**src/rtl/edc_corrector.sv**
```systemverilog
// Read-side (40,32) SEC/DED corrector with a two-stage valid/ready pipeline,
// saturating error counters and first-error address capture. Optional scrub port: EDC_SCRUB_EN.
module edc_corrector #(
   parameter int AW    = 32,
   parameter int CNT_W = 16
) (
   input  logic             i_clk,
   input  logic             i_rst,
   input  logic             i_valid,
   output logic             o_ready,
   input  logic [AW-1:0]    i_addr,
   input  logic [31:0]      i_data,
   input  logic [7:0]       i_ecc,
   output logic             o_valid,
   input  logic             i_ready,
   output logic [AW-1:0]    o_addr,
   output logic [31:0]      o_data,
   output logic             o_ce,
   output logic             o_ue,
   output logic [7:0]       o_syndrome,
`ifdef EDC_SCRUB_EN
   output logic             o_scrub_req,
   output logic [AW-1:0]    o_scrub_addr,
   output logic [31:0]      o_scrub_data,
   output logic [7:0]       o_scrub_ecc,
   input  logic             i_scrub_ack,
`endif
   input  logic             i_cnt_clr,
   output logic [CNT_W-1:0] o_ce_cnt,
   output logic [CNT_W-1:0] o_ue_cnt,
   output logic [AW-1:0]    o_err_addr,
   output logic             o_err_vld
);

   localparam logic [7:0][31:0] ROWS = {
      32'h03035555, 32'h0C0CAAAA, 32'h303000FF, 32'hC0C0FF00,
      32'h00FF0303, 32'hFF000C0C, 32'h55553030, 32'hAAAAC0C0
   };

   function automatic logic [7:0] gen_check(input logic [31:0] d);
      logic [7:0] c;
      for (int r = 0; r < 8; r++) c[r] = ^(ROWS[r] & d);
      return c;
   endfunction

   function automatic logic [7:0] column(input int j);
      logic [7:0] c;
      for (int r = 0; r < 8; r++) c[r] = ROWS[r][j];
      return c;
   endfunction

   logic            s1_valid;
   logic [AW-1:0]   s1_addr;
   logic [31:0]     s1_data;
   logic [7:0]      s1_syn;

   logic            s2_valid;
   logic [AW-1:0]   s2_addr;
   logic [31:0]     s2_data;
   logic [7:0]      s2_syn;
   logic            s2_ce;
   logic            s2_ue;

   logic [31:0]     dec_data;
   logic            dec_ce;
   logic            dec_ue;
   logic            hit;
   logic            out_valid;
   logic            handoff;
   logic            advance;

   // A weight-1 syndrome is a check-bit error; any other nonzero value must hit a data column.
   always_comb begin
      dec_data = s1_data;
      dec_ce   = 1'b0;
      dec_ue   = 1'b0;
      hit      = 1'b0;
      if (s1_syn != 8'h00) begin
         if ($onehot(s1_syn)) begin
            dec_ce = 1'b1;
         end else begin
            for (int j = 0; j < 32; j++) begin
               if (s1_syn == column(j)) begin
                  dec_data[j] = ~s1_data[j];
                  hit         = 1'b1;
               end
            end
            dec_ce = hit;
            dec_ue = ~hit;
         end
      end
   end

`ifdef EDC_SCRUB_EN
   logic scrub_pend;
   // A CE word waiting behind an unacknowledged scrub is hidden from the consumer.
   assign out_valid = s2_valid && !(scrub_pend && s2_ce);
`else
   assign out_valid = s2_valid;
`endif

   assign handoff = out_valid && i_ready;
   assign advance = !s2_valid || handoff;
   assign o_ready = advance;

   assign o_valid    = out_valid;
   assign o_addr     = s2_addr;
   assign o_data     = s2_data;
   assign o_ce       = s2_ce;
   assign o_ue       = s2_ue;
   assign o_syndrome = s2_syn;

   // Both stages move together whenever stage 2 is empty or handing off.
   always_ff @(posedge i_clk or posedge i_rst) begin
      if (i_rst) begin
         s1_valid <= 1'b0;
         s1_addr  <= '0;
         s1_data  <= '0;
         s1_syn   <= '0;
         s2_valid <= 1'b0;
         s2_addr  <= '0;
         s2_data  <= '0;
         s2_syn   <= '0;
         s2_ce    <= 1'b0;
         s2_ue    <= 1'b0;
      end else if (advance) begin
         s1_valid <= i_valid;
         s1_addr  <= i_addr;
         s1_data  <= i_data;
         s1_syn   <= gen_check(i_data) ^ i_ecc;
         s2_valid <= s1_valid;
         s2_addr  <= s1_addr;
         s2_data  <= dec_data;
         s2_syn   <= s1_syn;
         s2_ce    <= s1_valid & dec_ce;
         s2_ue    <= s1_valid & dec_ue;
      end
   end

   // Clear wins over a same-cycle increment or capture.
   always_ff @(posedge i_clk or posedge i_rst) begin
      if (i_rst) begin
         o_ce_cnt   <= '0;
         o_ue_cnt   <= '0;
         o_err_addr <= '0;
         o_err_vld  <= 1'b0;
      end else if (i_cnt_clr) begin
         o_ce_cnt   <= '0;
         o_ue_cnt   <= '0;
         o_err_vld  <= 1'b0;
      end else if (handoff) begin
         if (s2_ce && (o_ce_cnt != '1)) o_ce_cnt <= o_ce_cnt + CNT_W'(1);
         if (s2_ue && (o_ue_cnt != '1)) o_ue_cnt <= o_ue_cnt + CNT_W'(1);
         if ((s2_ce || s2_ue) && !o_err_vld) begin
            o_err_addr <= s2_addr;
            o_err_vld  <= 1'b1;
         end
      end
   end

`ifdef EDC_SCRUB_EN
   // Write-back request for a corrected word, held until acknowledged.
   always_ff @(posedge i_clk or posedge i_rst) begin
      if (i_rst) begin
         scrub_pend   <= 1'b0;
         o_scrub_addr <= '0;
         o_scrub_data <= '0;
         o_scrub_ecc  <= '0;
      end else if (scrub_pend) begin
         if (i_scrub_ack) scrub_pend <= 1'b0;
      end else if (handoff && s2_ce) begin
         scrub_pend   <= 1'b1;
         o_scrub_addr <= s2_addr;
         o_scrub_data <= s2_data;
         o_scrub_ecc  <= gen_check(s2_data);
      end
   end

   assign o_scrub_req = scrub_pend;
`endif

endmodule

```
**config.mk**
```make
export PLATFORM = sky130hd
export DESIGN_NAME = edc_corrector
export DESIGN_NICKNAME = d
export VERILOG_FILES = /design/src/rtl/edc_corrector.sv
export SDC_FILE = /design/constraint.sdc
export NUM_CORES = 1
export LEC_CHECK = 0
export CAP_MARGIN = 25
export CORE_MARGIN = 1
export CORE_UTILIZATION = 35
export CTS_BUF_LIST = sky130_fd_sc_hd__clkbuf_8
export CTS_CLUSTER_SIZE = 10
export DETAILED_ROUTE_END_ITERATION = 7
export PLACE_DENSITY_LB_ADDON = 0.1
export SYNTH_ARGS = -nofsm -noshare
export SYNTH_HDL_FRONTEND = slang
export SYNTH_SLANG_ARGS = --single-unit
```
**constraint.sdc**
```tcl
create_clock -name i_clk -period 10.65 [get_ports i_clk]
set_clock_uncertainty 0.15 [all_clocks]
set_input_delay 2.13 -clock i_clk [delete_from_list [all_inputs] [get_ports i_clk]]
set_output_delay 2.13 -clock i_clk [all_outputs]
set_load 0.01 [all_outputs]
```
==> impl_metrics.ini <==
[outcome]
outcome = complete, no violations

[logic_synthesis]
synthDistinctLibCells = 49
synth_fa_ha_area_frac = 0.0177
synth-edff-count = 0
syn_nets = 1140
synthMuxAreaShare = 0.0374
synthTopCellsByArea = dfrtp_1 52%, nand2_1 12%, xnor2_1 6.9%
ys_warn_count = 0
synth_flop_cell = dfrtp_1
ys_async_sr_fraction = 1.00
synthSimpleGateAreaFrac = 0.197
yosys-top-cells-count = 338 x nand2_1, 213 x dfrtp_1, 80 x xnor2_1
syn_inst = 1051
synth_most_common_cell = nand2_1
synth_area_per_cell_um2 = 9.67
yosysTopAreaCell = dfrtp_1
netlist.area_leader.share = 0.524
synth_compound_area_frac = 0.0731
synth_area_um2 = 10200
synth_xor_area_frac = 0.118
ys_ff_latch = 213
synth_top_family_by_area = simple AND/OR/NAND/NOR gates
synth_seq_area_share = 0.524

[timing]
maxSlewViolCount = 0
grt_setup_unrepaired = false
worst_slack_ns = 4.19
period_needed_ns = 6.46
fin_tns_setup_ns = 0
worst_pin_slew_ns = 0.905
hold_violations = 0
max_slew_margin = 0.394
max_freq_mhz = 155
setup_viol = 0
final.period_utilization = 0.607

[floorplanning]
initial_core_util = 0.355
ioPinCount = 218
num_rows = 62
die_h_um = 172
fp.dieW_um = 172
coreArea_um2 = 28600
die_area_um2 = 29700

[cells_and_area]
diodes = 0
area_growth_pct = 32.2
final_cell_area_um2 = 13400
nets = 1351
fin_util = 0.470
drive_gt1_frac = 0.0644
fill_cells = 2805

[clock_tree]
cts_sinks = 213
cts_tree = yes
htreeDepth = 2
cts_hold_buf = 0
clk_pin_slew_ns = 0.06
cts_buffers = 40
post-cts-setup-buffers = 0
insertion_delay_ns = 0.52
root_buffer = clkbuf_8
cts.repair.resized = 0
clk_path_buf_depth = 3

[detailed_routing]
drc_errors = 0
routed_wl_um = 25700
ant_nets = 0
firstDrtPassIters = 4
drt_iter0_markers = 381
vias = 7767
wl_per_cell_um = 15.4
post_drt_via_cell_ratio = 4.64

[global_routing]
grt_overflow = 0
gr-usage-met2 = 0.270
grt_pass1_vias = 7426
grt_max_degree = 87
grt_pass1_wl_um = 40800
grt_use_met3 = 0.0350
grt_busiest_layer = met2
met1_usage = 0.248
gr-usage-all-layers = 0.175
antenna_found_initial = 0

[setup_path]
path_max_fanout = 66
crit_chain = clkdlybuf4s50_1 > nor2b_4 > inv_4 > clkdlybuf4s50_1
crit_family = buffers and inverters
required_ns = 8.37
r2r_start = s1_syn[3]
critPathMaxStageDelay_ns = 0.59
slowest_stage = clkdlybuf4s50_1
critPathCaptureType = primary output
critical_path_class = in -> out
worstRegToRegCells = 12
arrival_ns = 4.18
crit_path_frequent_cell = clkdlybuf4s50_1
start_kind = input pin
reg2reg_setup_slack_ns = 6.22
regToRegEndpoint = o_ue
crit_buf_inv = 3

[job]
maxCapViolCount = 0

[place]
port_buffers = 217
dpl_cell_area_um2 = 12700
pre_cts_ws_ns = 4.19
place_congestion = 0.788
dp_hpwl_um = 17700

[hold_path]
min_to = o_addr[21]
hold_class = reg -> reg
hold_depth = 2
min_from = s1_addr[21]

[power]
powerDensity_nw_per_um2 = 239
peakVddDrop_uv = 297
cellLeakagePower_nw = 5.86
## layer usage
| layer | vias to the layer above | part of all wire |
|---|---|---|
| met3 | 32 | 0.049 |
| met4 | 0 | 0.017 |
| met5 | - | 0 |
| met1 | 3687 | 0.48 |
| li1 | 3864 | - |
| met2 | 184 | 0.46 |
## state kept, by name, summed over array words and instances (netlist names)
signal,cells
o_err_vld,1
o_ue_cnt,16
o_ce,1
s1_data,32
o_ce_cnt,16
o_syndrome,8
s1_syn,8
o_ue,1
o_data,32
o_valid,1
o_err_addr,32
s1_valid,1
o_addr,32
s1_addr,32
## through the flow
| step | hold slack [ns] | total power, W | instances |
|---|---|---|---|
| after global placement | 0.299 | 0.00239 | 1602 |
| after CTS | 0.310 | 0.00325 | 1672 |
| after floorplan | 0.289 | 0.00192 | 1051 |
| final | 0.308 | 0.00321 | 1673 |
| after global routing | 0.330 | 0.00346 | 1673 |
| after detailed placement | 0.305 | 0.00247 | 1603 |
## cells by family (layout without fill, tap and decap cells)
logic type,after synthesis,count (layout)
compound gates,111,111
buf+inv,76,314
mux,34,34
fa+ha+maj,12,12
simple gates,470,470
flops,213,213
xor+xnor,135,135
## report_power, final
group | internal (W) | switching [W] | total (W)
registers | 0.000989 | 0.000136 | 0.00113
clock network | 0.000414 | 0.000338 | 0.000752
logic | 0.000556 | 0.000779 | 0.00133
## cells in the final DEF (no fill, tap or decap), types with 3 or more instances in the layout
| cell type | instances |
|---|---|
| and2_1 | 6 |
| dfrtp_1 | 213 |
| a2111oi_2 | 3 |
| xor2_1 | 54 |
| nand2_1 | 338 |
| nand4_1 | 9 |
| nor2_1 | 60 |
| buf_4 | 8 |
| clkdlybuf4s50_1 | 217 |
| o21ai_1 | 26 |
| nand3_1 | 15 |
| o211ai_1 | 32 |
| a31o_1 | 3 |
| xnor2_1 | 80 |
| a21oi_1 | 23 |
| mux2_1 | 32 |
| a211oi_1 | 8 |
| clkbuf_8 | 49 |
| and3_1 | 5 |
| clkinv_2 | 3 |
| o21ai_0 | 7 |
| fa_1 | 4 |
| ha_1 | 8 |
| nand2b_1 | 8 |
| inv_1 | 31 |
| nor4_1 | 12 |
## how the worst max path moves through the flow
stage / startpoint / to / slack [ns] / depth (start not counted)
6_report: i_ready / o_ready / 4.19 / 4
5_1_grt: i_ready / o_ready / 4.09 / 4
4_1_cts: i_ready / o_ready / 4.18 / 4
3_5_place_dp: i_ready / o_ready / 4.19 / 4
3_3_place_gp: i_ready / o_ready / 4.19 / 4
2_1_floorplan: i_rst / o_addr[0] / 2.55 / 1
## layout make-up
class	count	area, um^2	area share
clock buffers	49	674	0.0502
repair buffers	227	2270	0.169
inverters	18	77.6	0.00577
clock inverters	20	87.6	0.00652
well taps	384	480	0.0357
multi-input cells	762	4520	0.336
flip-flops and latches	213	5330	0.397
## tightest hold or removal path: stages (launching register included)
cell and delay, ns:
dfrtp_1 0.34, nand2_1 0.05, nand2_1 0.06
Power figures use the tool's default switching activity.
